[src/rtl/uart_arb_pkg.sv]
// Shared definitions for the UART transmit arbiter and its helpers.
package uart_arb_pkg;

    // Arbiter sequencing states.
    typedef enum logic [1:0] {
        IDLE      = 2'd0,
        ISSUE     = 2'd1,
        WAIT_DONE = 2'd2
    } arb_state_e;

    // Largest number of requesters the arbiter supports.
    localparam int unsigned ARB_MAX_REQ = 8;

endpackage

[src/rtl/uart_tx_arbiter_if.sv]
// Requester-side handshake and UART-side transmit signals of the arbiter.
interface uart_tx_arbiter_if #(
    parameter int unsigned NUM_REQ = 4
);
    logic [NUM_REQ-1:0]   req_valid;
    logic [NUM_REQ*8-1:0] req_data;
    logic [NUM_REQ-1:0]   req_ready;
    logic                 uart_transmit;
    logic [7:0]           uart_tx_byte;
    logic                 uart_is_transmitting;

    // Producers plus UART: drive requests and UART status, observe the arbiter.
    modport master (
        output req_valid,
        output req_data,
        output uart_is_transmitting,
        input  req_ready,
        input  uart_transmit,
        input  uart_tx_byte
    );

    // Arbiter: consumes requests and UART status, drives the UART inputs.
    modport slave (
        input  req_valid,
        input  req_data,
        input  uart_is_transmitting,
        output req_ready,
        output uart_transmit,
        output uart_tx_byte
    );
endinterface

[src/rtl/rr_picker.sv]
// Combinational round-robin select: first set request after rr_last, wrapping.
module rr_picker #(
    parameter int unsigned NUM_REQ = 4
) (
    input  logic [NUM_REQ-1:0]         req,
    input  logic [$clog2(NUM_REQ)-1:0] rr_last,
    output logic [$clog2(NUM_REQ)-1:0] winner,
    output logic                       any_valid
);
    localparam int unsigned IDX_W = $clog2(NUM_REQ);

    logic             found;
    logic [IDX_W-1:0] lane;

    // Scan rr_last+1, rr_last+2, ... modulo NUM_REQ and keep the first hit.
    always_comb begin
        winner    = '0;
        found     = 1'b0;
        lane      = '0;
        any_valid = |req;
        for (int unsigned i = 1; i <= NUM_REQ; i++) begin
            lane = IDX_W'((32'(rr_last) + i) % NUM_REQ);
            if (!found && req[lane]) begin
                winner = lane;
                found  = 1'b1;
            end
        end
    end

endmodule

[src/rtl/uart_tx_arbiter.sv]
// Round-robin arbiter sharing one UART transmitter among NUM_REQ producers.
module uart_tx_arbiter
    import uart_arb_pkg::*;
#(
    parameter int unsigned NUM_REQ       = 4,
    parameter int unsigned START_TIMEOUT = 1023,
    parameter int unsigned CNT_W         = 16
) (
    input  logic                       clk,
    input  logic                       rst_n,
    uart_tx_arbiter_if.slave           bus,
    output logic [$clog2(NUM_REQ)-1:0] grant_id,
    output logic                       busy,
    output logic                       tx_timeout,
    output logic [CNT_W-1:0]           sent_count
);
    localparam int unsigned IDX_W = $clog2(NUM_REQ);
    localparam int unsigned TO_W  = (START_TIMEOUT > 0) ? $clog2(START_TIMEOUT + 1) : 1;
    localparam logic [TO_W-1:0] TO_LAST = TO_W'(START_TIMEOUT);

    if (NUM_REQ < 2 || NUM_REQ > ARB_MAX_REQ) begin : g_bad_num_req
        $error("uart_tx_arbiter: NUM_REQ must be in 2..%0d", ARB_MAX_REQ);
    end

    arb_state_e         state_q,    state_d;
    logic               transmit_q, transmit_d;
    logic [7:0]         tx_byte_q,  tx_byte_d;
    logic [NUM_REQ-1:0] ready_q,    ready_d;
    logic [IDX_W-1:0]   grant_q,    grant_d;
    logic [IDX_W-1:0]   rr_last_q,  rr_last_d;
    logic               busy_q,     busy_d;
    logic               timeout_q,  timeout_d;
    logic [TO_W-1:0]    wait_cnt_q, wait_cnt_d;
    logic [CNT_W-1:0]   sent_q,     sent_d;

    logic [IDX_W-1:0]   pick_idx;
    logic               pick_any;

    rr_picker #(
        .NUM_REQ (NUM_REQ)
    ) u_picker (
        .req       (bus.req_valid),
        .rr_last   (rr_last_q),
        .winner    (pick_idx),
        .any_valid (pick_any)
    );

    // Next-state and next-output computation for the grant/issue/wait sequence.
    always_comb begin
        state_d    = state_q;
        transmit_d = transmit_q;
        tx_byte_d  = tx_byte_q;
        ready_d    = '0;
        grant_d    = grant_q;
        rr_last_d  = rr_last_q;
        timeout_d  = timeout_q;
        wait_cnt_d = wait_cnt_q;
        sent_d     = sent_q;

        unique case (state_q)
            IDLE: begin
                // A busy UART here may be a frame left over from before reset.
                if (pick_any && !bus.uart_is_transmitting) begin
                    tx_byte_d         = bus.req_data[{pick_idx, 3'b000} +: 8];
                    grant_d           = pick_idx;
                    rr_last_d         = pick_idx;
                    ready_d[pick_idx] = 1'b1;
                    transmit_d        = 1'b1;
                    wait_cnt_d        = '0;
                    state_d           = ISSUE;
                end
            end
            ISSUE: begin
                if (bus.uart_is_transmitting) begin
                    transmit_d = 1'b0;
                    state_d    = WAIT_DONE;
                end else if (wait_cnt_q == TO_LAST) begin
                    transmit_d = 1'b0;
                    timeout_d  = 1'b1;
                    state_d    = IDLE;
                end else begin
                    wait_cnt_d = wait_cnt_q + 1'b1;
                end
            end
            WAIT_DONE: begin
                transmit_d = 1'b0;
                if (!bus.uart_is_transmitting) begin
                    sent_d  = sent_q + 1'b1;
                    state_d = IDLE;
                end
            end
            default: begin
                transmit_d = 1'b0;
                state_d    = IDLE;
            end
        endcase

        busy_d = (state_d != IDLE);
    end

    // State and registered outputs.
    always_ff @(posedge clk or negedge rst_n) begin
        if (!rst_n) begin
            state_q    <= IDLE;
            transmit_q <= 1'b0;
            tx_byte_q  <= 8'h00;
            ready_q    <= '0;
            grant_q    <= '0;
            rr_last_q  <= IDX_W'(NUM_REQ - 1);
            busy_q     <= 1'b0;
            timeout_q  <= 1'b0;
            wait_cnt_q <= '0;
            sent_q     <= '0;
        end else begin
            state_q    <= state_d;
            transmit_q <= transmit_d;
            tx_byte_q  <= tx_byte_d;
            ready_q    <= ready_d;
            grant_q    <= grant_d;
            rr_last_q  <= rr_last_d;
            busy_q     <= busy_d;
            timeout_q  <= timeout_d;
            wait_cnt_q <= wait_cnt_d;
            sent_q     <= sent_d;
        end
    end

    assign bus.uart_transmit = transmit_q;
    assign bus.uart_tx_byte  = tx_byte_q;
    assign bus.req_ready     = ready_q;
    assign grant_id          = grant_q;
    assign busy              = busy_q;
    assign tx_timeout        = timeout_q;
    assign sent_count        = sent_q;

endmodule

[src/flat_wrapper.sv]
// flat-port wrapper written by rule: the top's interface ports become plain ports
module uart_tx_arbiter_flat import uart_arb_pkg::*;
#(
    parameter int unsigned NUM_REQ       = 4,
    parameter int unsigned START_TIMEOUT = 1023,
    parameter int unsigned CNT_W         = 16
)
  (clk, rst_n, grant_id, busy, tx_timeout, sent_count, bus_req_valid, bus_req_data, bus_uart_is_transmitting, bus_req_ready, bus_uart_transmit, bus_uart_tx_byte);
  uart_tx_arbiter_if #(.NUM_REQ(NUM_REQ)) bus_i ();
  input  logic clk;
  input  logic rst_n;
  output logic [$clog2(NUM_REQ)-1:0] grant_id;
  output logic busy;
  output logic tx_timeout;
  output logic [CNT_W-1:0] sent_count;
  input wire logic [$bits(bus_i.req_valid)-1:0] bus_req_valid;
  input wire logic [$bits(bus_i.req_data)-1:0] bus_req_data;
  input wire logic [$bits(bus_i.uart_is_transmitting)-1:0] bus_uart_is_transmitting;
  output wire logic [$bits(bus_i.req_ready)-1:0] bus_req_ready;
  output wire logic [$bits(bus_i.uart_transmit)-1:0] bus_uart_transmit;
  output wire logic [$bits(bus_i.uart_tx_byte)-1:0] bus_uart_tx_byte;
  assign bus_i.req_valid = bus_req_valid;
  assign bus_i.req_data = bus_req_data;
  assign bus_i.uart_is_transmitting = bus_uart_is_transmitting;
  assign bus_req_ready = bus_i.req_ready;
  assign bus_uart_transmit = bus_i.uart_transmit;
  assign bus_uart_tx_byte = bus_i.uart_tx_byte;
  uart_tx_arbiter #(.NUM_REQ(NUM_REQ), .START_TIMEOUT(START_TIMEOUT), .CNT_W(CNT_W)) u_core (.clk(clk), .rst_n(rst_n), .bus(bus_i), .grant_id(grant_id), .busy(busy), .tx_timeout(tx_timeout), .sent_count(sent_count));
endmodule
[config.mk]
export PLATFORM = sky130hd
export DESIGN_NAME = uart_tx_arbiter_flat
export DESIGN_NICKNAME = d
export VERILOG_FILES = /design/src/rtl/uart_arb_pkg.sv /design/src/rtl/uart_tx_arbiter_if.sv /design/src/rtl/rr_picker.sv /design/src/rtl/uart_tx_arbiter.sv /design/src/flat_wrapper.sv
export SDC_FILE = /design/constraint.sdc
export NUM_CORES = 1
export LEC_CHECK = 0
export CORE_MARGIN = 2
export CORE_UTILIZATION = 39
export CTS_CLUSTER_DIAMETER = 120
export DETAILED_ROUTE_END_ITERATION = 12
export GPL_TIMING_DRIVEN = 0
export PLACE_DENSITY = 0.69
export REMOVE_ABC_BUFFERS = 1
export SLEW_MARGIN = 20
export SYNTH_ARGS = -nofsm -noshare
export SYNTH_HDL_FRONTEND = slang
export SYNTH_HIERARCHICAL = 1
export SYNTH_SLANG_ARGS = --single-unit
[constraint.sdc]
create_clock -name clk -period 5.45 [get_ports clk]
set_clock_uncertainty 0.1 [all_clocks]
set_input_delay 0.8175 -clock clk [delete_from_list [all_inputs] [get_ports clk]]
set_output_delay 0.8175 -clock clk [all_outputs]
set_load 0.01 [all_outputs]
==> run metrics <==
outcome completed; worst slew pin tran 1100 ps; largest net degree at the start of global routing 30; synth warn 6; Worst Slack Setup Final 2540 ps; most frequent cell after synthesis nand2_1; mux share of post-synthesis cell area 0.0866; gr usage total 0.160; setup TNS 0 ps; wire length on met2 2230 um; share of layout cells above drive strength 1 0.114; worst vdd ir 0.000215 V; Synth Area in Compound Gates 0.0785; largest area contributor in the netlist dfrtp_1; clk buf depth 2; type of origin of the critical path input port; total gr overflow 0; max-cap violation count 0; post-synth cell types 43; largest family of logic cells by synthesized area simple AND/OR/NAND/NOR gates; FMAX 344 MHz; post-layout instance area 3260 um^2; register area share after synthesis 0.507; Starting Density 0.398; Ant. Diodes 0; CP arrival 2990 ps; clock tree from TritonCTS yes; Port Buffers 71; P_leak 0.00140 uW; DP Area 3110 um^2; Layout Nets 329; Synth Area in XOR/XNOR 0.0602; simple-gate area share of the yosys netlist 0.233; H-tree depth 2; Vias 1907; number of global-route vias before repair 1825; initial antenna violation count 0; most instantiated cells after synthesis 46 x nand2_1, 45 x dfrtp_1, 11 x nor2_1; clock slew at reported path FFs 90 ps; num rows 28; min-delay worst type input port to async pin; # Post-CTS Setup Buffers 0; die width 81.2 um; Post-synth ARST share 1.00; Core ar. 5850 um^2; setup violators final 0; PD cells 395 nW/um^2; Sinks on Clock Net 47; DR pass1 iterations 4; Final Hold Vio Count 0; Post-synth EDFFs 0; global-route wire length before repair 8160 um; synth top area cells dfrtp_1 48%, mux4_2 7.7%, nand2_1 7.4%; drt wl/cell 13.3 um; Mapped Cells 216; Synth top area share 0.484; total I/O pin count 72; Slew Limit Fails 0; adder-cell area share of the yosys netlist 0.0108; syn avg cell area 10.8 um^2; slew margin rel. 0.266; post-CTS sizing 0; DR DRC count 0; RSZ-0062 raised after global routing false; pre-CTS worst setup slack 1820 ps; CP max FO 12; vias per inst 5.24; CP Capture Type register; DRT antenna net count 0; Root Buffer clkbuf_8; highest metal used met4; Final period util 0.533; die footprint 6600 um^2; Layout area overhead 40.0%; WL met1 2120 um; min cycle time layout 2910 ps; Yosys reg bits 47; GPL Wtd Cong 0.763; Die Span Y 81.2 um; ys flop type dfrtp_1; Detail Placement HPWL 3570 um; final wirelength 4850 um; fin util 0.556; clk_lat worst skew 290 ps; wire length on met3 444 um; critical path type input port to register; CTS Hold Bufs 0; TritonCTS buffer count 5; required time of the critical path 5540 ps; mapped cell area 2330 um^2; initial drt markers 117
[report_power, final]
part / leakage [uW] / internal [uW] / switching, uW / total, uW
logic: 0.000714 / 259 / 210 / 469
registers: 0.000619 / 438 / 82.2 / 520
clock network: 0.0000654 / 183 / 113 / 297
[kinds of logic (layout without fill, tap and decap cells)]
logic type      after synthesis  in the layout
flops                        47             47
xor+xnor                     16             16
mux                          10             10
simple gates                102            102
buf+inv                      12             85
fa+ha+maj                     2              2
compound gates               27             27
[critical path, stage by stage]
cell	delay, ps
clkdlybuf4s50_1	530
nor2b_1	180
a21oi_1	70
o221ai_2	650
mux4_2	600
nand2_1	90
nand2_1	50
[area by class of cell]
class                           count  area (um^2)
Tap cell                           75         93.8
Sequential cell                    47         1180
Fill cell                         516         2590
Inverter                            4         15.0
Timing Repair Buffer               73          737
Multi-Input combinational cell    157         1100
Clock buffer                        6         72.6
Clock inverter                      2         60.1
[registers in the layout, summed over array words and instances, names as in the netlist]
register                  flops
u_core/wait_cnt_q            10
u_core/busy                   1
u_core/tx_timeout             1
u_core/bus.req_ready          4
u_core/state_q                2
u_core/rr_last_q              2
u_core/sent_count            16
u_core/bus.uart_tx_byte       8
u_core/grant_id               2
u_core/bus.uart_transmit      1
[worst paths after layout]
check                                              to  slack [ps]  depth (start not counted)             startpoint
min reg2reg                     u_core/sent_count[15]         370                          1  u_core/sent_count[15]
min in group clk                u_core/sent_count[15]         370                          1  u_core/sent_count[15]
min                              u_core/sent_count[6]         360                          1                  rst_n
max reg2reg                u_core/bus.uart_tx_byte[3]        3130                          5    u_core/rr_last_q[1]
max in group asynchronous         u_core/rr_last_q[1]        4320                          2                  rst_n
max                        u_core/bus.uart_tx_byte[3]        2540                          7       bus_req_valid[1]
[metrics by stage]
stage | hold WS (ps) | cells | total power (uW)
CTS | 368 | 363 | 1300
global route | 389 | 364 | 1370
finish | 356 | 364 | 1290
global placement | 358 | 354 | 986
floorplan | 360 | 208 | 767
detailed placement | 365 | 355 | 996
[per-layer routing]
metal  track usage  up-vias
li1              -      908
met1         0.196      918
met2         0.262       76
met3        0.0589        5
met4        0.0508        0
met5             0        -
[layout by cell type (no fill, tap or decap), types with 2 or more instances in the layout]
cell	instances
clkdlybuf4s50_1	70
nand2_1	46
dfrtp_1	45
nor2_1	11
nand3_1	10
a21oi_1	10
xor2_1	8
mux4_2	8
xnor2_1	8
nand4_1	7
clkbuf_8	5
o31ai_1	5
inv_1	4
nor3_1	4
o21ai_0	4
or4_1	4
and3_1	3
bufinv_16	2
a31oi_1	2
o21a_1	2
or3_1	2
ha_1	2
dfstp_2	2
Power figures use the tool's default switching activity.
